File: src/rtl/alu_pkg.sv
// Shared constants and types for the sequential ALU/divider block.
package alu_pkg;

  localparam int DATA_W = 4;

  typedef logic [1:0] opcode_t;
  localparam opcode_t OP_PASS_A = 2'b00;
  localparam opcode_t OP_PASS_B = 2'b01;
  localparam opcode_t OP_QUOT   = 2'b10;
  localparam opcode_t OP_REM    = 2'b11;

  typedef logic [1:0] state_t;
  localparam state_t ST_IDLE = 2'd0;
  localparam state_t ST_DIV  = 2'd1;
  localparam state_t ST_DONE = 2'd2;

endpackage

File: src/rtl/alu_seq_ctrl_if.sv
// Request/response bundle between a requester and the sequential ALU.
interface alu_seq_ctrl_if;
  import alu_pkg::*;

  logic              in_valid;
  logic              in_ready;
  logic [DATA_W-1:0] inputA;
  logic [DATA_W-1:0] inputB;
  opcode_t           opcode;
  logic              out_valid;
  logic              out_ready;
  logic [DATA_W-1:0] result;
  logic              div_zero;
  logic              busy;

  modport master (
    output in_valid, inputA, inputB, opcode, out_ready,
    input  in_ready, out_valid, result, div_zero, busy
  );

  modport slave (
    input  in_valid, inputA, inputB, opcode, out_ready,
    output in_ready, out_valid, result, div_zero, busy
  );

endinterface

File: src/rtl/alu_seq_ctrl_div_step.sv
// One restoring-division iteration: shift in a dividend bit, subtract the divisor if it fits.
module div_step
  import alu_pkg::*;
(
  input  logic [DATA_W:0]   pr_in,
  input  logic              a_bit,
  input  logic [DATA_W-1:0] divisor,
  output logic [DATA_W:0]   pr_out,
  output logic              q_bit
);

  logic [DATA_W+1:0] shifted;

  // pr_in is always below the divisor, so the shifted value never exceeds 2*15+1.
  assign shifted = {pr_in, a_bit};
  assign q_bit   = (shifted >= {2'b00, divisor});
  assign pr_out  = q_bit ? (shifted[DATA_W:0] - {1'b0, divisor}) : shifted[DATA_W:0];

endmodule

File: src/rtl/alu_seq_ctrl.sv
// Sequential ALU: pass A/B in one cycle, quotient/remainder via a 4-step restoring divider.
module alu_seq_ctrl
  import alu_pkg::*;
(
  input  logic           clk,
  input  logic           rst,
  alu_seq_ctrl_if.slave  bus
);

  state_t            state;
  logic [1:0]        cnt;
  logic [DATA_W-1:0] a_reg;
  logic [DATA_W-1:0] b_reg;
  opcode_t           op_reg;
  logic [DATA_W-1:0] q_reg;
  logic [DATA_W:0]   pr_reg;
  logic [DATA_W-1:0] result_reg;
  logic              dz_reg;

  logic [DATA_W:0]   pr_next;
  logic              q_bit;
  logic [DATA_W-1:0] q_next;

  div_step u_div_step (
    .pr_in   (pr_reg),
    .a_bit   (a_reg[cnt]),
    .divisor (b_reg),
    .pr_out  (pr_next),
    .q_bit   (q_bit)
  );

  assign q_next = {q_reg[DATA_W-2:0], q_bit};

  // NOTE: sequential state uses non-blocking assignments so every register samples
  // pre-edge values; blocking here would create order-dependent simulation races.
  always_ff @(posedge clk) begin
    if (rst) begin
      state      <= ST_IDLE;
      cnt        <= '0;
      a_reg      <= '0;
      b_reg      <= '0;
      op_reg     <= OP_PASS_A;
      q_reg      <= '0;
      pr_reg     <= '0;
      result_reg <= '0;
      dz_reg     <= 1'b0;
    end else begin
      case (state)
        ST_IDLE: begin
          if (bus.in_valid) begin
            a_reg  <= bus.inputA;
            b_reg  <= bus.inputB;
            op_reg <= bus.opcode;
            if (!bus.opcode[1]) begin
              result_reg <= (bus.opcode == OP_PASS_B) ? bus.inputB : bus.inputA;
              dz_reg     <= 1'b0;
              state      <= ST_DONE;
            end else if (bus.inputB == '0) begin
              // Divide by zero: saturated quotient, remainder is the dividend.
              q_reg      <= '1;
              pr_reg     <= {1'b0, bus.inputA};
              result_reg <= (bus.opcode == OP_REM) ? bus.inputA : '1;
              dz_reg     <= 1'b1;
              state      <= ST_DONE;
            end else begin
              q_reg  <= '0;
              pr_reg <= '0;
              cnt    <= 2'd3;
              dz_reg <= 1'b0;
              state  <= ST_DIV;
            end
          end
        end

        ST_DIV: begin
          pr_reg <= pr_next;
          q_reg  <= q_next;
          if (cnt == 2'd0) begin
            result_reg <= (op_reg == OP_REM) ? pr_next[DATA_W-1:0] : q_next;
            state      <= ST_DONE;
          end else begin
            cnt <= cnt - 2'd1;
          end
        end

        ST_DONE: begin
          if (bus.out_ready) state <= ST_IDLE;
        end

        default: state <= ST_IDLE;
      endcase
    end
  end

  assign bus.in_ready  = (state == ST_IDLE);
  assign bus.out_valid = (state == ST_DONE);
  assign bus.busy      = (state != ST_IDLE);
  assign bus.result    = result_reg;
  assign bus.div_zero  = dz_reg;

endmodule
File: src/flat_wrapper.sv
// flat-port wrapper written by rule: the top's interface ports become plain ports
module alu_seq_ctrl_flat import alu_pkg::*;
  (clk, rst, bus_in_valid, bus_inputA, bus_inputB, bus_opcode, bus_out_ready, bus_in_ready, bus_out_valid, bus_result, bus_div_zero, bus_busy);
  alu_seq_ctrl_if bus_i ();
  input  logic clk;
  input  logic rst;
  input wire logic [$bits(bus_i.in_valid)-1:0] bus_in_valid;
  input wire logic [$bits(bus_i.inputA)-1:0] bus_inputA;
  input wire logic [$bits(bus_i.inputB)-1:0] bus_inputB;
  input wire logic [$bits(bus_i.opcode)-1:0] bus_opcode;
  input wire logic [$bits(bus_i.out_ready)-1:0] bus_out_ready;
  output wire logic [$bits(bus_i.in_ready)-1:0] bus_in_ready;
  output wire logic [$bits(bus_i.out_valid)-1:0] bus_out_valid;
  output wire logic [$bits(bus_i.result)-1:0] bus_result;
  output wire logic [$bits(bus_i.div_zero)-1:0] bus_div_zero;
  output wire logic [$bits(bus_i.busy)-1:0] bus_busy;
  assign bus_i.in_valid = bus_in_valid;
  assign bus_i.inputA = bus_inputA;
  assign bus_i.inputB = bus_inputB;
  assign bus_i.opcode = bus_opcode;
  assign bus_i.out_ready = bus_out_ready;
  assign bus_in_ready = bus_i.in_ready;
  assign bus_out_valid = bus_i.out_valid;
  assign bus_result = bus_i.result;
  assign bus_div_zero = bus_i.div_zero;
  assign bus_busy = bus_i.busy;
  alu_seq_ctrl u_core (.clk(clk), .rst(rst), .bus(bus_i));
endmodule
File: config.mk
export PLATFORM = sky130hd
export DESIGN_NAME = alu_seq_ctrl_flat
export DESIGN_NICKNAME = d
export VERILOG_FILES = /design/src/rtl/alu_pkg.sv /design/src/rtl/alu_seq_ctrl_if.sv /design/src/rtl/alu_seq_ctrl_div_step.sv /design/src/rtl/alu_seq_ctrl.sv /design/src/flat_wrapper.sv
export SDC_FILE = /design/constraint.sdc
export NUM_CORES = 1
export LEC_CHECK = 0
export ABC_AREA = 1
export BUFFER_PORTS_ARGS = -buffer_cell sky130_fd_sc_hd__buf_2
export CAP_MARGIN = 5
export CORE_MARGIN = 8
export CORE_UTILIZATION = 30
export DETAILED_ROUTE_END_ITERATION = 12
export RECOVER_POWER = 100
export SYNTH_ARGS = -nofsm -noshare
export SYNTH_HDL_FRONTEND = slang
export SYNTH_SLANG_ARGS = --single-unit
File: constraint.sdc
create_clock -name clk -period 2.05 [get_ports clk]
set_input_delay 0.41 -clock clk [delete_from_list [all_inputs] [get_ports clk]]
set_output_delay 0.41 -clock clk [all_outputs]
set_load 0.05 [all_outputs]
[Yosys cells after proc, flatten, opt, wreduce, memory -nomap -nowiden]
Index checks and enable logic that the tools add are counted.
Storage, ports and cells
  output and inout port bits: 8
  input port bits: 14
  register bits: 27
  logic and storage cells: 67
Cells by class
  reduce and logical (&&, ||, !) cells: 10
  $add $sub $neg: 2
  multiplexer cells: 32
  equal/unequal tests: 12
  magnitude comparators: 2
Operators with widths (count)
  $mux 4: 8
  $mux 2: 9
  $mux 5: 3
  $ne 2x2->1 const B: 5
  $pmux 5 s2: 1
  $mux 3: 3
  $pmux 4 s2: 1
  $eq 2x2->1 const B: 3
  $ge 6x4->1: 1
  $pmux 2 s3: 1
  $pmux 3 s2: 1
  $reduce_and 3->1: 2
  $reduce_and 5->1: 1
  $sub 5x4->5: 1
  $eq 2x1->1 const B: 2
  $logic_not 2->1: 2
  $logic_not 4->1: 1
  $pmux 2 s2: 1
  $reduce_and 4->1: 1
  $reduce_bool 2->1: 2
  $lt 2x3->1 const B: 1
  $mux 1: 3
  $ne 3x2->1 const B: 1
  $bmux 1 s2: 1
  other kinds (3): 3

[Longest topological paths before layout]
Gate-level depths: netlist of run 1.
  word-level depth: 7
  gate-level depth with buffers: 17
  gate-level depth less buffers: 17

[Modules after synthesis]
From an unflattened synthesis of run 1, not the netlist that was laid out.
Unflattened totals
  cells, all modules: 243
  area total of the unflattened synthesis: 1625.3 um^2
Modules (own cells, without submodules)
  alu_seq_ctrl: cells each 198, sequential area each 540.5 um^2, times used 1, area each 1340.0 um^2
  div_step: cells each 45, sequential area each 0.0 um^2, times used 1, area each 285.3 um^2

[Least setup slack after synthesis of run 1]
No wires, ideal clock.
  path type: register -> register
  start: reg u_core.cnt[0]
  end: reg u_core.result_reg[2], in the netlist u_core.bus.result[2]
  buffers on the path: 0
  arrival time: 1.902 ns
  cell stages (with the launch flop): 17
  library setup time: 0.070 ns
  clock period less this slack: 1.972 ns
  slack: 0.078 ns
  data required time: 1.980 ns
  path through: dfxtp_1 > inv_1 > nand2_1 > nand2_1 > nand2_1 > nand2_1 > inv_1 > ha_1 > inv_1 > fa_1 > nand3_1 > nand3_1 > nor2_1 > nand2_1 > nand3_1 > nand2_1 > a21oi_1
On the way
  cells in the longest elaborated chain, start to end: 7
  elaborated cells on any way between the ends: 11
  those cells by class: add/sub (1); order compare (1); eq/ne (1); mux (6); reduce/logical (2)
RTL lines
  start: declaration: RTL line alu_seq_ctrl.sv:11  | logic [1:0] cnt;
  start signal: assignment: RTL line alu_seq_ctrl.sv:82  | cnt <= cnt - 2'd1;
  $bmux 1 s2: RTL line alu_seq_ctrl.sv:26  | .a_bit (a_reg[cnt]),
  $mux 1 (not written as such): RTL line alu_seq_ctrl.sv:26
  $sub 5x4->5 / $ge 6x4->1 (equally long branches): RTL line alu_seq_ctrl_div_step.sv:17, alu_seq_ctrl_div_step.sv:16
  $mux 5: RTL line alu_seq_ctrl_div_step.sv:17  | assign pr_out = q_bit ? (shifted[DATA_W:0] - {1'b0, divisor}) : shifted[DATA_W:0];
  $mux 4: RTL line alu_seq_ctrl.sv:79  | result_reg <= (op_reg == OP_REM) ? pr_next[DATA_W-1:0] : q_next;
  $mux 4: RTL line alu_seq_ctrl.sv:78  | if (cnt == 2'd0) begin
  $pmux 4 s2: RTL line alu_seq_ctrl.sv:48  | case (state)
  end signal: assignment: RTL line alu_seq_ctrl.sv:55  | result_reg <= (bus.opcode == OP_PASS_B) ? bus.inputB : bus.inputA;
  end signal: assignment: RTL line alu_seq_ctrl.sv:62  | result_reg <= (bus.opcode == OP_REM) ? bus.inputA : '1;
  end signal: assignment: RTL line alu_seq_ctrl.sv:79
  end: declaration: RTL line alu_seq_ctrl.sv:17  | logic [DATA_W-1:0] result_reg;
Parallel ways exist; a longest one is shown, timed or not. The select of a mux whose other input is x is not followed.
A chain may end at the register's enable or synchronous reset.

[Worst setup path after layout of run 1]
  start: reg u_core.cnt[0]
  end: reg u_core.result_reg[3], in the netlist u_core.bus.result[3]
The elaborated chain is that of the path after synthesis.

==> results_dict.tcl, run 1 <==
set metrics [dict create \
    core-area_um2 4786 \
    run_status "complete, no violations" \
    grt-ovfl-total 0 \
    syn_area_um2 1500 \
    yosysTopAreaCell "dfxtp_1" \
    pwr-share-seq 0.385 \
    synth_top_area_frac 0.3603 \
    synth_mux_area_frac 0 \
    hold_viol_final 0 \
    ys_warn_count 0 \
    p_clk_frac 0.203 \
    start_util 0.3135 \
    slew_headroom 0.5991 \
    drcViolationCount 0 \
    finalCritPeriodShare 0.9807 \
    diodes 0 \
    synth_fp_nets 240 \
    gp_congestion 0.9318 \
    antenna_found_initial 0 \
    grt_pass1_wl_um 6644 \
    synth_fa_ha_area_frac 0.05505 \
    nets 269 \
    drive_above_1_share 0.2621 \
    cp.required_ns 2.23 \
    clk_latency_ns 0.29 \
    synth.area.top_cells "dfxtp_1, nand2_1, nor2_1" \
    peakVddDrop_uv 319.5 \
    die_area_um2 7519 \
    power.density_nw_per_um2 886.1 \
    startpoint_type "flip-flop" \
    synth_top_family_by_area "simple AND/OR/NAND/NOR gates" \
    worst-slew-pin-transition_ns 0.6039 \
    drv_cap 0 \
    tns_ns 0 \
    grt_use_total 0.1117 \
    synthCells 220 \
    firstDrtPassIters 4 \
    vias 1482 \
    synth_compound_area_frac 0.2152 \
    p_switching_w 0.0006819 \
    io_pins 22 \
    cts_sinks 27 \
    skew_ns 0.005882 \
    cts_max_path_buffers 2 \
    place_inst 310 \
    final_core_util 0.3856 \
    synthToLayoutAreaGrowth_pct 23.02 \
    hp-class "in2reg" \
    port_buffers 21 \
    instances_no_fill 315 \
    routedWlPerCell_um 12.90 \
    clk_pin_slew_ns 0.11 \
    fmax_ghz 0.4974 \
    numCtsBuffers 3 \
    synthSimpleGateAreaFrac 0.2744 \
    htree_levels 1 \
    p_int_w 0.0009535 \
    avgSynthCellArea_um2 6.819 \
    die_w_um 86.72 \
    finalCriticalPeriod_ns 2.010 \
    power_switching_share 0.4170 \
    placed_area_um2 1717 \
    cts_root_buf "clkbuf_8" \
    pwr-share-comb 0.412 \
    hpwl_um 3108 \
    postRouteAntennaNets 0 \
    worst_setup_path_end_kind "flip-flop" \
    leakage_nw 0.8174 \
    crit_fanout 6 \
    grt_pass1_vias 1392 \
    row_count 25 \
    wl_um 4065 \
    worstPathArrival_ns 2.19 \
    cts_tree "built" \
    drv_slew 0 \
    setup_viol 0 \
    seq_area_frac_synth 0.3603 \
    worstSetupPathType "reg2reg" \
    synth-xor-area-share 0.01751 \
    synth_cell_types 26 \
    vias_per_cell 4.705 \
    rsz0062_at_grt "yes" \
    grt_start_max_net_pins 22 \
    fp.dieH_um 86.72 \
    fin_area_um2 1846 \
    largest_reg_flops 5 \
    synth.ff_latch_count 27 \
    drt_first_iter_violations 95 \
]
## synthesized netlist by cell type
cell type	instances
nand3_1	11
nand2_1	42
o21ai_0	20
dfxtp_1	27
inv_4	2
o21ai_2	2
nand2_2	1
nand2_4	2
a22oi_1	1
o21ai_1	1
inv_2	3
clkbuf_1	2
nor2_2	2
o211ai_2	1
xor2_1	3
a21oi_2	1
o31ai_1	1
inv_1	20
a211oi_1	1
a31oi_4	1
fa_1	1
a21oi_1	22
buf_2	2
nor2_1	42
o22ai_1	4
ha_1	5
## logic make-up (layout without fill, tap and decap cells)
logic type | after synthesis | after routing
compound gates | 55 | 55
xor+xnor | 3 | 3
fa+ha+maj | 6 | 6
buf+inv | 29 | 57
flops | 27 | 27
simple gates | 100 | 100
## placed cells by master (no fill, tap or decap)
master,Yosys,final
nand3_1,11,7
dfxtp_2,0,1
o21ai_1,1,1
clkinvlp_4,0,1
o21ai_0,20,19
buf_4,0,6
inv_2,3,6
o21ai_2,2,3
nor2_2,2,3
a22oi_1,1,1
xor2_1,3,2
nor2_4,0,1
nand2_4,2,2
o211ai_2,1,1
nand3_2,0,4
clkbuf_1,2,8
a21oi_1,22,19
ha_1,5,4
inv_1,20,18
nand2_2,1,12
clkbuf_8,0,3
buf_2,2,13
ha_4,0,1
fa_2,0,1
nor2_1,42,40
a21oi_2,1,4
a211oi_1,1,1
nand2_1,42,31
dfxtp_1,27,26
xor2_2,0,1
o22ai_1,4,4
o31ai_1,1,1
inv_4,2,1
buf_6,0,1
a31oi_1,0,1
## what timing repair did
action	4_1_cts	5_1_grt
setup endpoints to repair	9	10
pin swaps	1	18
buffers inserted	0	1
resized for setup	3	30
cloned	0	0
hold buffers	0	0
## worst max-delay path, cell delays in order (launching register included)
cell and delay, ns:
dfxtp_2 0.36, inv_2 0.05, nand2_1 0.05, nand2_1 0.04
nand2_1 0.06, nand2_2 0.07, inv_2 0.06, ha_4 0.12
inv_2 0.04, fa_2 0.38, inv_2 0.06, nor2_1 0.04
nor2_1 0.12, nand2_2 0.13, nand3_1 0.13, nand3_1 0.07
nand2_1 0.06, a21oi_1 0.06
## power groups by stage
stage                     Sequential [W]  Clock, W  Combinational, W
after floorplan                 0.000669         0          0.000398
after global placement          0.000638         0          0.000599
after detailed placement        0.000638         0          0.000600
after CTS                       0.000627  0.000336          0.000609
after global routing            0.000638  0.000356          0.000753
final                           0.000629  0.000331          0.000675
## layer usage
layer	wire length (um)	share of wire	track usage
met5	0	0	0
met1	2092	0.51	0.1475
met2	1774	0.44	0.1715
met3	108	0.027	0.01701
met4	89	0.022	0.05477
## final timing paths
check / start / endpoint / slack, ns / depth (start not counted)
hold reg to reg: u_core.b_reg[2] / u_core.b_reg[2] / 0.48 / 2
setup / recovery: u_core.cnt[0] / u_core.bus.result[3] / 0.04 / 17
hold / removal: bus_out_ready / u_core.state[1] / 0.37 / 4
setup reg to reg: u_core.cnt[0] / u_core.bus.result[3] / 0.04 / 17
## per-stage QoR
stage / power (W) / hold WS, ns / setup WS, ns
after floorplan: 0.001067 / 0.4331 / 0.07787
after global placement: 0.001238 / 0.4598 / -0.02412
after detailed placement: 0.001238 / 0.4685 / -0.08859
after CTS: 0.001572 / 0.3695 / 0.03972
after global routing: 0.001747 / 0.3929 / -0.1142
final: 0.001635 / 0.3747 / 0.03956
## layout make-up
| type | instances | area [um2] |
|---|---|---|
| Clock buffer | 3 | 41.29 |
| Tap cell | 67 | 83.83 |
| Timing Repair Buffer | 28 | 151.4 |
| Sequential cell | 27 | 541.8 |
| Clock inverter | 1 | 7.507 |
| Multi-Input combinational cell | 164 | 923.4 |
| Fill cell | 510 | 2940 |
| Inverter | 25 | 96.34 |
Note: power is estimated with default switching activity, not from simulation.
==> run 2, diff against run 1 <==
Settings changed: BUFFER_PORTS_ARGS -buffer_cell sky130_fd_sc_hd__buf_2 to -buffer_cell sky130_fd_sc_hd__clkbuf_2, CTS_BUF_LIST set to sky130_fd_sc_hd__clkbuf_8.
==> run 2 against run 1 <==
  * Worst setup slack worse by 0.032 ns
  * Die area unchanged
  * Sequential share of layout area up 0.67 points
  * Via count up 3.0%
  * Largest power group unchanged
  * Highest routed layer unchanged
==> results_dict.tcl, run 2 (same netlist as run 1, synthesis figures left out) <==
set metrics [dict create \
    run_status "complete, no violations" \
    hold_viol_final 0 \
    nets 270 \
    setup_viol 0 \
    port_buffers 21 \
    cts_sinks 27 \
    drv_cap 0 \
    grt-ovfl-total 0 \
    diodes 0 \
    crit_fanout 3 \
    core-area_um2 4786 \
    drv_slew 0 \
    final_core_util 0.3770 \
    cts_max_path_buffers 2 \
    busiest_layer "met2" \
    final_common_cell "nor2_1" \
    finalCriticalPeriod_ns 2.042 \
    drcViolationCount 0 \
    grt_start_max_net_pins 22 \
    clk_latency_ns 0.28 \
    cts_tree "built" \
    hpwl_um 3099 \
    startpoint_type "flip-flop" \
    drive_above_1_share 0.2249 \
    vias 1526 \
    cp.required_ns 2.23 \
    die_area_um2 7519 \
    fin_ws_ns 0.007990 \
    leakage_nw 0.8213 \
    clk_pin_slew_ns 0.10 \
    postRouteAntennaNets 0 \
    p_switching_w 0.0006572 \
    worstSetupPathType "reg2reg" \
    fmax_ghz 0.4897 \
    antenna_found_initial 0 \
    worst_setup_path_end_kind "flip-flop" \
    grtUsageMet3 0.03308 \
    pre_cts_ws_ns -0.07235 \
    wl_um 4098 \
    finalCritPeriodShare 0.9961 \
    worst-slew-pin-transition_ns 0.5995 \
    synthToLayoutAreaGrowth_pct 20.27 \
    fillers 520 \
    numCtsBuffers 3 \
    finalPower_w 0.001604 \
    largest_reg_flops 5 \
    grtUsageMet1 0.1443 \
    die_w_um 86.72 \
    firstDrtPassIters 4 \
    p_clk_frac 0.195 \
    power.density_nw_per_um2 888.8 \
    cts_hold_buf 0 \
    hp-class "in2reg" \
    power_switching_share 0.4098 \
    pwr-share-comb 0.413 \
    instances_no_fill 316 \
    final_cell_mix "nor2_1, nand2_1, dfxtp_1" \
    row_count 25 \
    peakVddDrop_uv 541.6 \
    skew_ns 0.01213 \
    routedWlPerCell_um 12.97 \
    drt_first_iter_violations 48 \
    gp_congestion 0.9232 \
    htree_levels 1 \
    grt_pass1_vias 1433 \
    cts_root_buf "clkbuf_8" \
    fp.dieH_um 86.72 \
    slew_headroom 0.5985 \
    worstPathArrival_ns 2.22 \
    grt_use_total 0.1135 \
    rsz0062_at_grt "yes" \
    place_inst 310 \
    grt_pass1_wl_um 6775 \
    start_util 0.3135 \
    pwr-share-seq 0.392 \
    p_int_w 0.0009464 \
    grtUsageMet2 0.1771 \
    vias_per_cell 4.829 \
    io_pins 22 \
]
## run 2: cell types whose count changed in the layout (fill, tap and decap cells not counted), moves of 4 or more
cell      previous run  this run
clkbuf_2             0        13
nand2_2             12         8
nand2_1             31        36
buf_2               13         0
## run 2: power groups by stage
| stage | clock [W] | sequential, W | combinational [W] |
|---|---|---|---|
| after global placement | 0 | 0.000639 | 0.000599 |
| after CTS | 0.000317 | 0.000627 | 0.000608 |
| after detailed placement | 0 | 0.000638 | 0.000599 |
| after global routing | 0.000338 | 0.000635 | 0.000733 |
| after floorplan | 0 | 0.000669 | 0.000398 |
| final | 0.000312 | 0.000628 | 0.000663 |
## run 2: metrics by stage
stage / area [um2] / TNS (ns) / hold WS (ns)
finish: 1804 / 0 / 0.3874
global route: 1804 / -1.091 / 0.3968
CTS: 1769 / 0 / 0.3859
detailed placement: 1717 / -0.2959 / 0.4628
global placement: 1717 / -0.03666 / 0.4614
floorplan: 1500 / 0 / 0.4331
## run 2: cell type report
type | count | area [um2] | area share
Clock buffer | 3 | 41.29 | 0.02288
Tap cell | 67 | 83.83 | 0.04646
Sequential cell | 27 | 541.8 | 0.3003
Clock inverter | 1 | 5.005 | 0.002774
Inverter | 25 | 96.34 | 0.05340
Timing Repair Buffer | 29 | 158.9 | 0.08807
Multi-Input combinational cell | 164 | 877.1 | 0.4861
## run 2: per-layer routing
layer	wire (um)	vias up
met5	0	-
met4	40	0
met3	233	2
met2	1851	39
met1	1972	712
li1	-	773
## run 2: final timing paths
| kind | start | endpoint | slack [ns] | cells past startpoint |
|---|---|---|---|---|
| worst min-delay path | bus_out_ready | u_core.state[1] | 0.39 | 4 |
| worst max register to register | u_core.cnt[0] | u_core.pr_reg[4] | 0.008 | 16 |
| worst min register to register | u_core.b_reg[2] | u_core.b_reg[2] | 0.48 | 2 |
| worst max-delay path | u_core.cnt[0] | u_core.pr_reg[4] | 0.008 | 16 |
## run 2: repair_timing
item                                    CTS  global route
endpoints found under the setup margin    9            10
setup buffers                             0             2
gates resized for setup                   3            21
pin swaps                                 0            15
## run 2: worst max-delay path, stage by stage, from the launching register on
cell	delay [ns]
dfxtp_2	0.36
inv_2	0.04
nand2_1	0.05
nand2_1	0.05
nand2_1	0.07
nand2_2	0.07
inv_2	0.06
ha_4	0.12
inv_2	0.04
fa_2	0.37
nand3_1	0.12
nand3_2	0.10
buf_4	0.16
xor2_1	0.12
nor2_1	0.05
a21oi_1	0.12
nor2_1	0.05
